==> src/rtl/ddr_rw_arbiter_if.sv <==
// ddr_rw_arbiter_if
//   Bundles every non-clock, non-reset signal of ddr_rw_arbiter: the two
//   controller-side req/ack/done handshakes with their app command buses, and
//   the shared MIG app command port.
//
//   Modports:
//     slave  - the arbiter itself (consumes requests, drives grants and the MIG port)
//     master - the surrounding environment (write/read controllers, MIG, calib status)
//
//   Signals:
//     init_calib_complete      MIG calibration done
//     wr_req/rd_req            level requests from the write/read master
//     wr_ack/rd_ack            single-cycle grant pulses
//     wr_done/rd_done          burst-complete pulses
//     wr_app_*/rd_app_*        per-master command, enable and address
//     wr_app_rdy/rd_app_rdy    app_rdy routed back to the owning master
//     app_rdy/app_cmd/app_en/app_addr   shared MIG command port
//     grant                    one-hot owner (bit0 write, bit1 read)
//     arb_err                  watchdog abort pulse
interface ddr_rw_arbiter_if #(
   parameter int unsigned ADDR_W = 29
);
   logic              init_calib_complete;
   logic              wr_req;
   logic              wr_ack;
   logic              wr_done;
   logic [2:0]        wr_app_cmd;
   logic              wr_app_en;
   logic [ADDR_W-1:0] wr_app_addr;
   logic              wr_app_rdy;
   logic              rd_req;
   logic              rd_ack;
   logic              rd_done;
   logic [2:0]        rd_app_cmd;
   logic              rd_app_en;
   logic [ADDR_W-1:0] rd_app_addr;
   logic              rd_app_rdy;
   logic              app_rdy;
   logic [2:0]        app_cmd;
   logic              app_en;
   logic [ADDR_W-1:0] app_addr;
   logic [1:0]        grant;
   logic              arb_err;

   modport slave (
      input  init_calib_complete,
      input  wr_req, wr_done, wr_app_cmd, wr_app_en, wr_app_addr,
      input  rd_req, rd_done, rd_app_cmd, rd_app_en, rd_app_addr,
      input  app_rdy,
      output wr_ack, wr_app_rdy, rd_ack, rd_app_rdy,
      output app_cmd, app_en, app_addr, grant, arb_err
   );

   modport master (
      output init_calib_complete,
      output wr_req, wr_done, wr_app_cmd, wr_app_en, wr_app_addr,
      output rd_req, rd_done, rd_app_cmd, rd_app_en, rd_app_addr,
      output app_rdy,
      input  wr_ack, wr_app_rdy, rd_ack, rd_app_rdy,
      input  app_cmd, app_en, app_addr, grant, arb_err
   );
endinterface

==> src/rtl/ddr_rw_arbiter.sv <==
// ddr_rw_arbiter
//   Shares the single MIG app command port between a burst write master and a
//   read master. One owner at a time, round-robin on contention, with a
//   mandatory ARB cycle between bursts. The owner's app_cmd/app_en/app_addr
//   are forwarded to the MIG and app_rdy is routed back only to the owner.
//
//   Ports:
//     ui_clk  - MIG user-interface clock
//     rst     - synchronous, active-high reset
//     bus     - ddr_rw_arbiter_if.slave (handshakes, command buses, grant, arb_err)
//
//   Parameters:
//     ADDR_W      - MIG app_addr width
//     WDOG_CYCLES - grant timeout in ui_clk cycles (only with ARB_WDOG_EN)
//
//   Build option:
//     `define ARB_WDOG_EN enables the grant watchdog; an owner that holds the
//     port for WDOG_CYCLES cycles without done is aborted and arb_err pulses.
//     Without it arb_err is tied low and a burst may hold the port forever.
module ddr_rw_arbiter #(
   parameter int unsigned ADDR_W      = 29,
   parameter int unsigned WDOG_CYCLES = 4096
) (
   input  logic            ui_clk,
   input  logic            rst,
   ddr_rw_arbiter_if.slave bus
);

   localparam logic [1:0] StIdle  = 2'd0;
   localparam logic [1:0] StArb   = 2'd1;
   localparam logic [1:0] StWrite = 2'd2;
   localparam logic [1:0] StRead  = 2'd3;

   logic [1:0] r_state;
   logic [1:0] w_state_d;
   logic       r_last_rd;     // 1: read was granted last, so write wins a tie
   logic       w_last_rd_d;
   logic       r_wr_ack;
   logic       w_wr_ack_d;
   logic       r_rd_ack;
   logic       w_rd_ack_d;
   logic       r_arb_err;
   logic       w_arb_err_d;
   logic       w_wdog_hit;

`ifdef ARB_WDOG_EN
   localparam int unsigned WdogW = (WDOG_CYCLES > 1) ? $clog2(WDOG_CYCLES) : 1;
   localparam logic [WdogW-1:0] WdogLast = WdogW'(WDOG_CYCLES - 1);

   logic [WdogW-1:0] r_wdog_cnt;

   // Zero in IDLE/ARB, so it reads zero in the ack cycle of every grant.
   always_ff @(posedge ui_clk) begin
      if (rst) begin
         r_wdog_cnt <= '0;
      end else if (r_state == StWrite || r_state == StRead) begin
         r_wdog_cnt <= r_wdog_cnt + 1'b1;
      end else begin
         r_wdog_cnt <= '0;
      end
   end

   assign w_wdog_hit = (r_wdog_cnt == WdogLast);
`else
   logic w_unused_wdog;
   assign w_unused_wdog = ^WDOG_CYCLES;
   assign w_wdog_hit    = 1'b0;
`endif

   always_comb begin
      w_state_d   = r_state;
      w_last_rd_d = r_last_rd;
      w_wr_ack_d  = 1'b0;
      w_rd_ack_d  = 1'b0;
      w_arb_err_d = 1'b0;
      unique case (r_state)
         StIdle: begin
            if (bus.init_calib_complete) w_state_d = StArb;
         end
         StArb: begin
            if (!bus.init_calib_complete) begin
               w_state_d = StIdle;
            end else if (bus.wr_req && (!bus.rd_req || r_last_rd)) begin
               w_state_d   = StWrite;
               w_wr_ack_d  = 1'b1;
               w_last_rd_d = 1'b0;
            end else if (bus.rd_req) begin
               w_state_d   = StRead;
               w_rd_ack_d  = 1'b1;
               w_last_rd_d = 1'b1;
            end
         end
         StWrite: begin
            // Calibration loss and rd_done are deliberately ignored here.
            if (bus.wr_done) begin
               w_state_d = StArb;
            end else if (w_wdog_hit) begin
               w_state_d   = StArb;
               w_arb_err_d = 1'b1;
            end
         end
         StRead: begin
            if (bus.rd_done) begin
               w_state_d = StArb;
            end else if (w_wdog_hit) begin
               w_state_d   = StArb;
               w_arb_err_d = 1'b1;
            end
         end
         default: w_state_d = StIdle;
      endcase
   end

   always_ff @(posedge ui_clk) begin
      if (rst) begin
         r_state   <= StIdle;
         r_last_rd <= 1'b1;
         r_wr_ack  <= 1'b0;
         r_rd_ack  <= 1'b0;
         r_arb_err <= 1'b0;
      end else begin
         r_state   <= w_state_d;
         r_last_rd <= w_last_rd_d;
         r_wr_ack  <= w_wr_ack_d;
         r_rd_ack  <= w_rd_ack_d;
         r_arb_err <= w_arb_err_d;
      end
   end

   assign bus.wr_ack  = r_wr_ack;
   assign bus.rd_ack  = r_rd_ack;
   assign bus.arb_err = r_arb_err;

   // Mux follows the registered owner, so it already selects the master
   // during its ack cycle.
   always_comb begin
      bus.app_cmd    = 3'b000;
      bus.app_en     = 1'b0;
      bus.app_addr   = {ADDR_W{1'b0}};
      bus.wr_app_rdy = 1'b0;
      bus.rd_app_rdy = 1'b0;
      bus.grant      = 2'b00;
      unique case (r_state)
         StWrite: begin
            bus.app_cmd    = bus.wr_app_cmd;
            bus.app_en     = bus.wr_app_en;
            bus.app_addr   = bus.wr_app_addr;
            bus.wr_app_rdy = bus.app_rdy;
            bus.grant      = 2'b01;
         end
         StRead: begin
            bus.app_cmd    = bus.rd_app_cmd;
            bus.app_en     = bus.rd_app_en;
            bus.app_addr   = bus.rd_app_addr;
            bus.rd_app_rdy = bus.app_rdy;
            bus.grant      = 2'b10;
         end
         default: begin
         end
      endcase
   end

endmodule

==> src/flat_wrapper.sv <==
// flat-port wrapper written by rule: the top's interface ports become plain ports
module ddr_rw_arbiter_flat 
#(
   parameter int unsigned ADDR_W      = 29,
   parameter int unsigned WDOG_CYCLES = 4096
)
  (ui_clk, rst, bus_init_calib_complete, bus_wr_req, bus_wr_done, bus_wr_app_cmd, bus_wr_app_en, bus_wr_app_addr, bus_rd_req, bus_rd_done, bus_rd_app_cmd, bus_rd_app_en, bus_rd_app_addr, bus_app_rdy, bus_wr_ack, bus_wr_app_rdy, bus_rd_ack, bus_rd_app_rdy, bus_app_cmd, bus_app_en, bus_app_addr, bus_grant, bus_arb_err);
  ddr_rw_arbiter_if #(.ADDR_W(ADDR_W)) bus_i ();
  input  logic ui_clk;
  input  logic rst;
  input wire logic [$bits(bus_i.init_calib_complete)-1:0] bus_init_calib_complete;
  input wire logic [$bits(bus_i.wr_req)-1:0] bus_wr_req;
  input wire logic [$bits(bus_i.wr_done)-1:0] bus_wr_done;
  input wire logic [$bits(bus_i.wr_app_cmd)-1:0] bus_wr_app_cmd;
  input wire logic [$bits(bus_i.wr_app_en)-1:0] bus_wr_app_en;
  input wire logic [$bits(bus_i.wr_app_addr)-1:0] bus_wr_app_addr;
  input wire logic [$bits(bus_i.rd_req)-1:0] bus_rd_req;
  input wire logic [$bits(bus_i.rd_done)-1:0] bus_rd_done;
  input wire logic [$bits(bus_i.rd_app_cmd)-1:0] bus_rd_app_cmd;
  input wire logic [$bits(bus_i.rd_app_en)-1:0] bus_rd_app_en;
  input wire logic [$bits(bus_i.rd_app_addr)-1:0] bus_rd_app_addr;
  input wire logic [$bits(bus_i.app_rdy)-1:0] bus_app_rdy;
  output wire logic [$bits(bus_i.wr_ack)-1:0] bus_wr_ack;
  output wire logic [$bits(bus_i.wr_app_rdy)-1:0] bus_wr_app_rdy;
  output wire logic [$bits(bus_i.rd_ack)-1:0] bus_rd_ack;
  output wire logic [$bits(bus_i.rd_app_rdy)-1:0] bus_rd_app_rdy;
  output wire logic [$bits(bus_i.app_cmd)-1:0] bus_app_cmd;
  output wire logic [$bits(bus_i.app_en)-1:0] bus_app_en;
  output wire logic [$bits(bus_i.app_addr)-1:0] bus_app_addr;
  output wire logic [$bits(bus_i.grant)-1:0] bus_grant;
  output wire logic [$bits(bus_i.arb_err)-1:0] bus_arb_err;
  assign bus_i.init_calib_complete = bus_init_calib_complete;
  assign bus_i.wr_req = bus_wr_req;
  assign bus_i.wr_done = bus_wr_done;
  assign bus_i.wr_app_cmd = bus_wr_app_cmd;
  assign bus_i.wr_app_en = bus_wr_app_en;
  assign bus_i.wr_app_addr = bus_wr_app_addr;
  assign bus_i.rd_req = bus_rd_req;
  assign bus_i.rd_done = bus_rd_done;
  assign bus_i.rd_app_cmd = bus_rd_app_cmd;
  assign bus_i.rd_app_en = bus_rd_app_en;
  assign bus_i.rd_app_addr = bus_rd_app_addr;
  assign bus_i.app_rdy = bus_app_rdy;
  assign bus_wr_ack = bus_i.wr_ack;
  assign bus_wr_app_rdy = bus_i.wr_app_rdy;
  assign bus_rd_ack = bus_i.rd_ack;
  assign bus_rd_app_rdy = bus_i.rd_app_rdy;
  assign bus_app_cmd = bus_i.app_cmd;
  assign bus_app_en = bus_i.app_en;
  assign bus_app_addr = bus_i.app_addr;
  assign bus_grant = bus_i.grant;
  assign bus_arb_err = bus_i.arb_err;
  ddr_rw_arbiter #(.ADDR_W(ADDR_W), .WDOG_CYCLES(WDOG_CYCLES)) u_core (.ui_clk(ui_clk), .rst(rst), .bus(bus_i));
endmodule
==> config.mk <==
export PLATFORM = sky130hd
export DESIGN_NAME = ddr_rw_arbiter_flat
export DESIGN_NICKNAME = d
export VERILOG_FILES = /design/src/rtl/ddr_rw_arbiter_if.sv /design/src/rtl/ddr_rw_arbiter.sv /design/src/flat_wrapper.sv
export SDC_FILE = /design/constraint.sdc
export NUM_CORES = 1
export LEC_CHECK = 0
export ABC_AREA = 1
export BUFFER_PORTS_ARGS = -buffer_cell sky130_fd_sc_hd__buf_4
export CORE_ASPECT_RATIO = 0.8
export CORE_MARGIN = 3
export CORE_UTILIZATION = 27
export DETAILED_ROUTE_END_ITERATION = 7
export PLACE_DENSITY_LB_ADDON = 0.2
export SLEW_MARGIN = 20
export SYNTH_ARGS = -nofsm -noshare
export SYNTH_HDL_FRONTEND = slang
export SYNTH_SLANG_ARGS = --single-unit
export TNS_END_PERCENT = 5
==> constraint.sdc <==
create_clock -name ui_clk -period 1.25 [get_ports ui_clk]
set_input_delay 0.25 -clock ui_clk [delete_from_list [all_inputs] [get_ports ui_clk]]
set_output_delay 0.25 -clock ui_clk [all_outputs]
set_load 0.02 [all_outputs]
* Word level (Yosys, flattened, before mapping)
Cells that the tools add are included.
** Storage, ports and cells
- Flip-flop bits (word level) :: 5
- Input port bits :: 74
- Output and inout port bits :: 40
- Logic and storage cells :: 39
** Operators by class
- Eq/ne operators :: 7
- Bitwise gates (word level) :: 2
- Reduce and logical (&&, ||, !) cells :: 9
- Multiplexer cells :: 17
** Operator list (count)
- 29-bit case mux with 2 select lines :: 1
- 2-bit 2-to-1 mux :: 6
- 2-bit case mux with 4 select lines :: 1
- 1-bit 2-to-1 mux :: 6
- 2-bit != test (second input constant) :: 3
- 3-bit case mux with 2 select lines :: 1
- 2-bit equality test (second input constant) :: 2
- 4-bit by 3-bit != test with 1-bit output (second input constant) :: 1
- 2-bit case mux with 2 select lines :: 1
- 4-bit AND reduction :: 1
- 4-bit OR reduction :: 1
- 3-bit AND reduction :: 1
- 3-bit OR reduction :: 1
- 2-bit by 1-bit equality test with 1-bit output (second input constant) :: 1
- 2-bit logical NOT :: 1
- 1-bit NOT :: 2
- 1-bit case mux with 2 select lines :: 1
- 2-bit nonzero test :: 1
- 1-bit logical AND :: 1
- 1-bit logical NOT :: 1
- 1-bit logical OR :: 1

* Depth between registers and ports, before layout
Gate-level depths: netlist of the first run.
- Word-level depth :: 6
- Gate-level depth with buffers :: 7
- Gate-level depth less buffers :: 7

* Least setup slack after synthesis of the first run
Ideal clock, no wire load.
- Kind :: register -> output
- From :: register u_core.r_state[1]
- To :: output bus_app_addr[0]
- Path slack :: -0.059 ns
- Cell stages (with the launch flop) :: 5
- Required time :: 1.000 ns
- Path buffers :: 1
- Data arrival time :: 1.059 ns
- Cell sequence :: dfxtp_1 -> inv_2 -> nor2_4 -> buf_6 -> a22o_1
** On the way
- Longest elaborated chain between the ends :: 2
- Elaborated cells on any way between the ends :: 3
- Classes of those cells :: eq/ne (2); mux (1)
** RTL lines
- from (decl) :: RTL line ddr_rw_arbiter.sv:34 : logic [1:0] r_state;
- from (signal assigned) :: RTL line ddr_rw_arbiter.sv:116 : r_state <= StIdle;
- from (signal assigned) :: RTL line ddr_rw_arbiter.sv:122 : r_state <= w_state_d;
- 2-bit equality test :: RTL line ddr_rw_arbiter.sv:143 : unique case (r_state)
- 29-bit case mux with 2 select lines * :: RTL line ddr_rw_arbiter.sv:143
- to (decl) :: RTL line flat_wrapper.sv:29 : output wire logic [$bits(bus_i.app_addr)-1:0] bus_app_addr;
Mark *: on every way between the ends. The rest lies on a longest branch, timed or not.

* Worst setup path after layout of the first run
- From :: register u_core.r_state[0]
- To :: output bus_app_addr[2]
The elaborated chain is that of the path after synthesis.

==> summary.md, run 1 <==
| Metric | Value |
|---|---|
| Run status | finished, violations left |
| Violated checks | negative setup slack |
| Fin cells | 234 |
| Maximum VDD drop | a little over 400 uV |
| Synth Instances | 83 |
| Placement Rows | 15 |
| Die height | 51.0 um |
| Fmax | roughly 660 MHz |
| Post-DR vias/cell | 4.58 |
| Synth Warn # | 0 |
| Reg2Reg Depth | 8 |
| GRT overflow | 0 |
| Drt first pass iters | 4 |
| CP endpoint kind | primary output |
| FF-to-FF Start | u_core.r_state[0]$_SDFFE_PP0P_ |
| Netlist cell types | 18 |
| DRC Markers | 0 |
| Seq cells post-synth | 5 |
| Core Box Area | between 0.002 and 0.0025 mm^2 |
| Initial antenna violation count | 0 |
| RePlAce Congestion | roughly 0.77 |
| DP HPWL | roughly 2.9 mm |
| RSZ-0062 raised after global routing | yes |
| PortBufs | approximately 110 |
| Max FO, Critical Path | 23 |
| H-tree depth | 1 |
| Syn_nets | 157 |
| Die W | just over 60 um |
| Die area | around 0.0032 mm^2 |
| Final Hold Viols | 0 |
| Crit path time final | around 1.5 ns |
| WHS Path Cells | 2 |
| # setup viols final | 36 |
| Setup tns final | -7.79 ns |
| Initial Util | between 30% and 40% |
| First-pass GRT wire length | a little over 5 mm |
| Ys flop type | dfxtp_1 |
| Hold_sp | rst |
| Startpoint Class | flip-flop |
| Dpl cells | between 200 and 250 |
| Synth top area share | between 40 and 50% |
| Cts bufs inserted | 3 |
| Fin crit share | 120% |
| Largest net degree at the start of global routing | 26 |
| Worst-Skew Late Latency | roughly 0.24 ns |
| CTS Root Cell | clkbuf_4 |
| # diodes | 0 |
| Share of layout cells above drive strength 1 | 70.5% |
| Mapped Area | a little under 700 um^2 |
| HP Class | in2reg |
| CTS tree | done |
| PnR worst setup slack | -0.254 ns |
| FF-to-FF setup slack | around 0.12 ns |
| Reg-to-reg critical path endpoint | u_core.r_last_rd$_SDFFE_PP1P_ |
| Async set-or-reset flop fraction in the synthesized netlist | 0% |
| Clk pin slew, worst setup/hold paths | roughly 0.040 ns |
| Max cap viols | 0 |
| Detailed Route Iter0 Violations | 76 |
| Synth Area per Inst | 8.22 um^2 |
| CTS sink count | 5 |
| Routed WL | ~3.5 mm |
| Post-synth EDFFs | 0 |
| Worst EP arrival | between 1 and 1.5 ns |
| Pwr Density | approximately 480 mW/mm^2 |
| Post-synth top area cell | a22o_1 |
| Antenna viol nets, final | 0 |
| Number of global-route vias before repair | 1037 |
| Skew final | slightly below 0.0006 ns |
| Crit Path Class | reg2out |
| Worst hold path endpoint | u_core.r_state[1]$_SDFFE_PP0P_ |
| Critical Path RT | 1.00 ns |
| Final #Nets | ~280 |
| Worst-case hold slack | ~0.19 ns |
| Ranking of synthesized cells by area | a22o_1 (42%), dfxtp_1 (15%), buf_6 (9.9%) |
| P&R area growth vs syn | 143% |
| All-Layer GR Usage | 19.6% |
| Clock tree buffer depth | 2 |
| WL/cell | about 15 um |
| Post-synthesis sequential area ratio | 14.7% |
| P_leak | roughly 0.89 nW |
| Crit path launch | u_core.r_state[0]$_SDFFE_PP0P_ |
| Via count | 1071 |
| Slew Viols, Final | 0 |
| Post-CTS setup buffers | 0 |
| Io pins | about 110 |
-- timing repair --
item / 4_1_cts / 5_1_grt
pin swaps: 0 / 1
cloned: 0 / 0
endpoints found under the hold margin: 0 / 0
gates resized for setup: 4 / 12
hold buffers: 0 / 0
setup endpoints to repair: 37 / 37
-- Yosys cell counts, types with 2 or more instances --
cell and number:
nor2_4 3, nand3_1 2, nand2_2 3, a21oi_2 2, buf_6 6, nor3_1 2, dfxtp_1 5, inv_1 3
a22o_1 33, nand2_1 6, inv_2 5, nor2_1 7
-- logic make-up after synthesis --
logic type | count (synthesis) | share of synthesized area (%)
buffers and inverters | 16 | 18.0
AND/OR/NAND/NOR | 24 | 18.7
other | 1 | 0.550
AO/OA/AOI/OAI | 37 | 48.1
flip-flops | 5 | 14.7
-- metrics by stage --
step,cell area (um^2),power [W],setup slack [ns],util (%)
floorplan,682,0.000346,-0.0587,-
finish,1660,0.000793,-0.254,72.9
CTS,1610,0.000795,-0.262,71.0
global placement,1580,0.000592,0.00928,69.4
global route,1660,0.000847,-0.304,72.9
detailed placement,1580,0.000603,-0.0547,69.4
-- state kept, by name, summed over array words and instances (netlist names) --
signal and cells:
u_core.bus.wr_ack 1, u_core.r_state 2, u_core.bus.rd_ack 1, u_core.r_last_rd 1
-- critical path, cell delays in order, from the launching register on --
cell and delay (ns):
dfxtp_4 0.36, nand2_2 0.07, inv_2 0.06, buf_12 0.15
a22o_1 0.22, buf_4 0.16
-- cells in the final DEF (no fill, tap or decap) --
cell type  instances
nand2_2            3
dfxtp_1            3
buf_12             2
nor2_2             1
inv_2              5
conb_1             1
dfxtp_4            1
nand3_1            2
inv_1              3
buf_6             11
a21oi_1            1
buf_4            106
nand2_1            6
a21oi_2            2
dfxtp_2            1
clkbuf_4           3
a22o_1            33
bufinv_8           1
nor3_1             2
buf_8              1
clkbuf_1           1
nor2_1             7
o21ai_4            1
nor2_4             3
-- layout make-up --
class                      count  area [um^2]
tap                           34         42.5
inverter                       9         47.5
sequential                     5          105
fill                         182          616
multi-input combinational     62          459
timing repair buffer         120          975
clock buffer                   4         26.3
-- worst max path at each step --
stage / end / slack [ns]
after CTS: bus_app_addr[15] / -0.26
final: bus_app_addr[2] / -0.25
after detailed placement: bus_app_addr[18] / -0.05
after floorplan: bus_app_addr[0] / -0.06
after global placement: bus_app_addr[15] / 0.009
after global routing: bus_app_addr[19] / -0.30
-- power breakdown --
group	switching (W)	internal, W
clock network	0.0000612	0.000120
logic	0.000173	0.000260
registers	0.00000975	0.000169
total	0.000244	0.000549
-- per-layer routing --
layer	up-vias	part of all wire [%]	wire length (um)	track usage [%]
met5	-	0	0	0
met1	483	39	1350	22.8
met2	47	55	1910	37.3
li1	539	-	-	-
met4	0	0.43	15	6.25
met3	2	5.3	182	2.64
No activity file was read; power rests on OpenSTA's default activity.
==> inputs of run 2 (changes only) <==
--- a/config.mk
+++ b/config.mk
@@ -13,2 +13,3 @@
 export DETAILED_ROUTE_END_ITERATION = 7
+export GPL_TIMING_DRIVEN = 1
 export PLACE_DENSITY_LB_ADDON = 0.2
==> constraint.sdc (replaced) <==
create_clock -name ui_clk -period 1.25 [get_ports ui_clk]
set_input_delay 0.125 -clock ui_clk [delete_from_list [all_inputs] [get_ports ui_clk]]
set_output_delay 0.125 -clock ui_clk [all_outputs]
set_load 0.02 [all_outputs]
==> run 2 against run 1 <==
Compared with the run above:
- the run still ends with negative setup slack left
- core utilization grew 1.4 points
- final area up 1.9%
- die area unchanged
- combinational power grew 3%
- clock power hardly changed
- critical path depth did not move
- setup slack improved by 0.091 ns
- first-iteration DRC count fell by 33%
- routed wire length up 6.7%
- flip-flop and latch count stayed put
- power increased by 1.6%
==> summary.md, run 2 (synthesized netlist as in run 1, its figures left out) <==
| Metric | Value |
|---|---|
| # setup viols final | 33 |
| Io pins | ~110 |
| HP Class | in2reg |
| Number of global-route vias before repair | 1075 |
| Max FO, Critical Path | 15 |
| Switching share of power | about 31% |
| Post-DR vias/cell | 4.67 |
| Crit path time final | 1.41 ns |
| Routed WL | 3.69 mm |
| Antenna viol nets, final | 0 |
| CTS hold repair buffers | 0 |
| Final #Nets | ~270 |
| Die W | just over 60 um |
| Die area | 0.00317 mm^2 |
| Placement Rows | 15 |
| Max incr delay on CP | ~0.34 ns |
| PnR worst setup slack | -0.163 ns |
| Most frequent cells in the layout | buf_4 (101), a22o_1 (33), buf_6 (14), nor2_1 (7), nand2_1 (6) |
| CTS sink count | 5 |
| Slew Viols, Final | 0 |
| Clk network pwr share | a little under a quarter |
| P_leak | 0.897 nW |
| Drt first pass iters | 4 |
| Setup tns final | -4.27 ns |
| Crit Path Class | reg2out |
| CTS tree | done |
| Pwr Total | about 0.0008 W |
| Violated checks | negative setup slack |
| DRC Markers | 0 |
| WL/cell | 15.8 um |
| Internal power | approximately 0.00055 W |
| Share of layout cells above drive strength 1 | 70.4% |
| Critical Path RT | roughly 1.1 ns |
| RSZ-0062 raised after global routing | yes |
| Top reg by flops | u_core.r_state |
| Largest net degree at the start of global routing | 31 |
| Clock tree buffer depth | 2 |
| DP HPWL | between 2 and 3 mm |
| # diodes | 0 |
| Die height | 51.0 um |
| CP endpoint kind | primary output |
| GRT overflow | 0 |
| All-Layer GR Usage | approximately a fifth |
| CTS Root Cell | clkbuf_4 |
| Fmax | 708 MHz |
| Critical path's slowest cell | dfxtp_2 |
| Fin crit share | 113% |
| Initial antenna violation count | 0 |
| Initial Util | a little under a third |
| P&R area growth vs syn | 147% |
| Detailed Route Iter0 Violations | roughly 50 |
| Skew final | between 0.0006 and 0.0007 ns |
| Max cap viols | 0 |
| Worst-Skew Late Latency | between 0.2 and 0.25 ns |
| Clk pin slew, worst setup/hold paths | roughly 0.040 ns |
| P_sw | 0.000251 W |
| PortBufs | 112 |
| Core Box Area | 0.00227 mm^2 |
| Startpoint Class | flip-flop |
| Cell chain of the critical path | nand2_2 > inv_4 > clkbuf_16 > a22o_1 > buf_4 |
| H-tree depth | 1 |
| Final Hold Viols | 0 |
| Post-CTS setup buffers | 0 |
| Run status | finished, violations left |
| RePlAce Congestion | just under 0.8 |
| Gate power share | between 50 and 60% |
| Core Util, Final | about three quarters |
| Largest register FFs | 2 |
| Via count | 1089 |
| Maximum VDD drop | about 370 uV |
| Reg power frac | roughly 22% |
| Pwr Density | between 400 and 500 mW/mm^2 |
| First-pass GRT wire length | just over 5 mm |
| Worst EP arrival | roughly 1.3 ns |
| Cts bufs inserted | 3 |
| Most common cell after layout, fill and taps aside | buf_4 |
| Filler cells | ~170 |
[run 2: timing repair]
item / in CTS / in global routing
pin swaps: 1 / 4
gates cloned: 1 / 1
setup endpoints to repair: 35 / 35
gates resized for setup: 10 / 9
[run 2: power by group through the flow]
stage	Combinational, W	Clock (W)	Sequential, W
5_1_grt	0.000473	0.000204	0.000178
2_1_floorplan	0.000163	0	0.000182
6_report	0.000445	0.000183	0.000178
3_3_place_gp	0.000410	0	0.000179
3_5_place_dp	0.000420	0	0.000180
4_1_cts	0.000435	0.000193	0.000178
[run 2: metrics by stage]
step	area (um^2)	worst slack [ns]	hold slack (ns)	std cells
floorplan	682	0.0663	0.187	83
global route	1690	-0.229	0.0565	233
CTS	1640	-0.165	0.0500	232
global placement	1550	0.0926	0.312	227
detailed placement	1550	0.0132	0.315	227
finish	1690	-0.163	0.0631	233
[run 2: final cells by class]
| cell class | instances | area (um^2) | share of cell area, % |
|---|---|---|---|
| clock buffers | 4 | 26.3 | 1.56 |
| flip-flops and latches | 5 | 103 | 6.08 |
| repair buffers | 119 | 1010 | 59.6 |
| multi-input cells | 62 | 459 | 27.2 |
| inverters | 9 | 50.0 | 2.97 |
| well taps | 34 | 42.5 | 2.52 |
[run 2: worst paths after layout]
path | startpoint | to | slack, ns | cells after the start
setup / recovery | u_core.r_state[0]$_SDFFE_PP0P_ | bus_app_addr[5] | -0.16 | 5
hold / removal | rst | u_core.r_state[1]$_SDFFE_PP0P_ | 0.06 | 2
setup reg to reg | u_core.r_state[0]$_SDFFE_PP0P_ | u_core.r_last_rd$_SDFFE_PP1P_ | 0.10 | 8
hold reg to reg | u_core.r_last_rd$_SDFFE_PP1P_ | u_core.r_last_rd$_SDFFE_PP1P_ | 0.60 | 2
[run 2: per-layer routing]
layer	GRT usage [%]	share of wire, %	vias to the layer above
li1	-	-	537
met4	6.62	0.84	0
met3	4.84	6.9	4
met1	22.3	36	501
met5	0	0	-
met2	39.3	56	47
[run 2: worst max-delay path: cells and delay by family (launching register included)]
kind	cells	cell delay, ns
AO/OA/AOI/OAI	1	0.22
buffers and inverters	3	0.39
flip-flops	1	0.34
AND/OR/NAND/NOR	1	0.10
==> inputs of run 3 (changes only) <==
- BUFFER_PORTS_ARGS: -buffer_cell sky130_fd_sc_hd__buf_4 -> unset
- CORE_UTILIZATION: 27 -> 40
- CTS_CLUSTER_DIAMETER: unset -> 80
- DONT_BUFFER_PORTS: unset -> 1
- clock period: 1.25 -> 1.7 ns (I/O delays scaled with it)
==> run 3 against run 2 <==
Compared with the run above:
- the run now ends clean
- cell count down 55%
- first-iteration DRC count down 76%
- routed wire length down 44%
- combinational power down 71%
- critical path type unchanged
- clock power down 24%
- largest power group is now the clock network
- power down 50%
==> summary.md, run 3 (synthesized netlist as in run 1, its figures left out) <==
| Metric | Value |
|---|---|
| Setup tns final | 0 ns |
| Share of layout cells above drive strength 1 | 26.2% |
| Met1 Wirelength | roughly 740 um |
| RSZ-0062 raised after global routing | no |
| Startpoint Class | flip-flop |
| Uppermost layer routed | met4 |
| Max FO, Critical Path | 34 |
| Most frequent cells in the layout | a22o_1 (33), nor2_1 (7), nand2_1 (6), dfxtp_1 (5), inv_2 (4) |
| Max cap viols | 0 |
| Detailed Route Iter0 Violations | 12 |
| CTS Root Cell | clkbuf_4 |
| Register Area | ~100 um^2 |
| FF-to-FF setup slack | about 0.56 ns |
| Drt first pass iters | 4 |
| HP Class | in2reg |
| Io pins | roughly 110 |
| Reg-to-reg critical path endpoint | u_core.r_last_rd$_SDFFE_PP1P_ |
| PortBufs | 0 |
| Most common cell after layout, fill and taps aside | a22o_1 |
| Worst EP arrival | 1.38 ns |
| Post-CTS setup buffers | 0 |
| P_leak | 0.292 nW |
| Pre-CTS WS | 0.223 ns |
| Crit path launch | u_core.r_state[0]$_SDFFE_PP0P_ |
| Routed wl met2 | between 1 and 1.5 mm |
| Placed inst area | around 670 um^2 |
| DP HPWL | approximately 1.7 mm |
| Worst-case hold slack | roughly 0.066 ns |
| FF-to-FF Start | u_core.r_state[0]$_SDFFE_PP0P_ |
| Final Hold Viols | 0 |
| Initial Util | between 40 and 50% |
| Critical Path RT | between 1.5 and 2 ns |
| First-pass GRT wire length | 2.84 mm |
| Initial antenna violation count | 0 |
| RePlAce Congestion | roughly 0.84 |
| Run status | finished, final reports clean |
| Skew final | between 0.003 and 0.004 ns |
| Final instance area | ~710 um^2 |
| Post-DR vias/cell | 6.25 |
| Pwr Total | about 0.00040 W |
| # diodes | 0 |
| Clock tree buffer depth | 2 |
| Antenna viol nets, final | 0 |
| Filler cells | 144 |
| Critical path capture point | bus_app_cmd[1] |
| # setup viols final | 0 |
| All-Layer GR Usage | approximately 17% |
| Via count | 656 |
| Top reg by flops | u_core.r_state |
| CTS tree | done |
| Maximum VDD drop | about 320 uV |
| CTS sink count | 5 |
| Metal3 WL | between 200 and 250 um |
| Placement Rows | 12 |
| PnR worst setup slack | around 0.15 ns |
| Number of global-route vias before repair | 600 |
| Reg2Reg Depth | 7 |
| Routed WL | around 2.1 mm |
| Die height | between 40 and 50 um |
| P&R area growth vs syn | 4.04% |
| Fin crit share | roughly 91% |
| Crit Path Class | reg2out |
| Pwr Density | 564 mW/mm^2 |
| CP endpoint kind | primary output |
| Worst-Skew Late Latency | around 0.24 ns |
| Largest register FFs | 2 |
| Slew Viols, Final | 0 |
| Crit path time final | roughly 1.6 ns |
| Clk pin slew, worst setup/hold paths | roughly 0.050 ns |
| Multi-input gate area | between 400 and 500 um^2 |
| H-tree depth | 1 |
| Die W | approximately 52 um |
| Fmax | ~640 MHz |
| Die area | ~0.0022 mm^2 |
| Final #Nets | between 150 and 200 |
| DRC Markers | 0 |
| Largest net degree at the start of global routing | 35 |
| Cts bufs inserted | 3 |
| Core Box Area | around 0.0015 mm^2 |
| WL/cell | 19.5 um |
| GRT overflow | 0 |
## run 3: critical path, cell delays in order, from the launching register on
cell and delay [ns]:
dfxtp_1 0.47, nand2_2 0.14, inv_6 0.20, a22o_1 0.32
## run 3: report_power, final
part | internal, W | switching (W) | total (W)
clock network | 0.0000888 | 0.0000499 | 0.000139
registers | 0.000123 | 0.0000106 | 0.000134
logic | 0.0000442 | 0.0000835 | 0.000128
total | 0.000256 | 0.000144 | 0.000400
## run 3: stage by stage
stage	util [%]	cells
floorplan	-	83
global placement	44.9	100
detailed placement	44.9	100
CTS	47.6	105
global route	47.7	105
finish	47.7	105
## run 3: worst min path at each step
stage | from | end | slack [ns] | depth (start not counted)
global placement | rst | u_core.r_state[1]$_SDFFE_PP0P_ | 0.24 | 1
CTS | bus_rd_req | u_core.bus.rd_ack$_SDFF_PP0_ | 0.06 | 2
global route | bus_rd_req | u_core.bus.rd_ack$_SDFF_PP0_ | 0.06 | 2
floorplan | rst | u_core.r_state[1]$_SDFFE_PP0P_ | 0.23 | 1
detailed placement | rst | u_core.r_state[1]$_SDFFE_PP0P_ | 0.24 | 1
finish | bus_rd_req | u_core.bus.rd_ack$_SDFF_PP0_ | 0.07 | 2
## run 3: routing by layer
layer | vias to the layer above | global-route usage (%)
met1 | 291 | 18.3
met3 | 2 | 4.91
met5 | - | 0
li1 | 310 | -
met2 | 53 | 29.3
met4 | 0 | 9.18
## run 3: final cells by class
| cell class | count | share of cell area [%] |
|---|---|---|
| tap | 21 | 3.70 |
| clock buffer | 4 | 3.70 |
| multi-input combinational | 62 | 64.7 |
| timing repair buffer | 4 | 6.35 |
| inverter | 9 | 7.41 |
| sequential | 5 | 14.1 |
## run 3: what timing repair did
| item | CTS | global route |
|---|---|---|
| setup endpoints to repair | 33 | 6 |
| hold buffers | 1 | 0 |
| resized for setup | 1 | 1 |
| hold endpoints to repair | 2 | 0 |
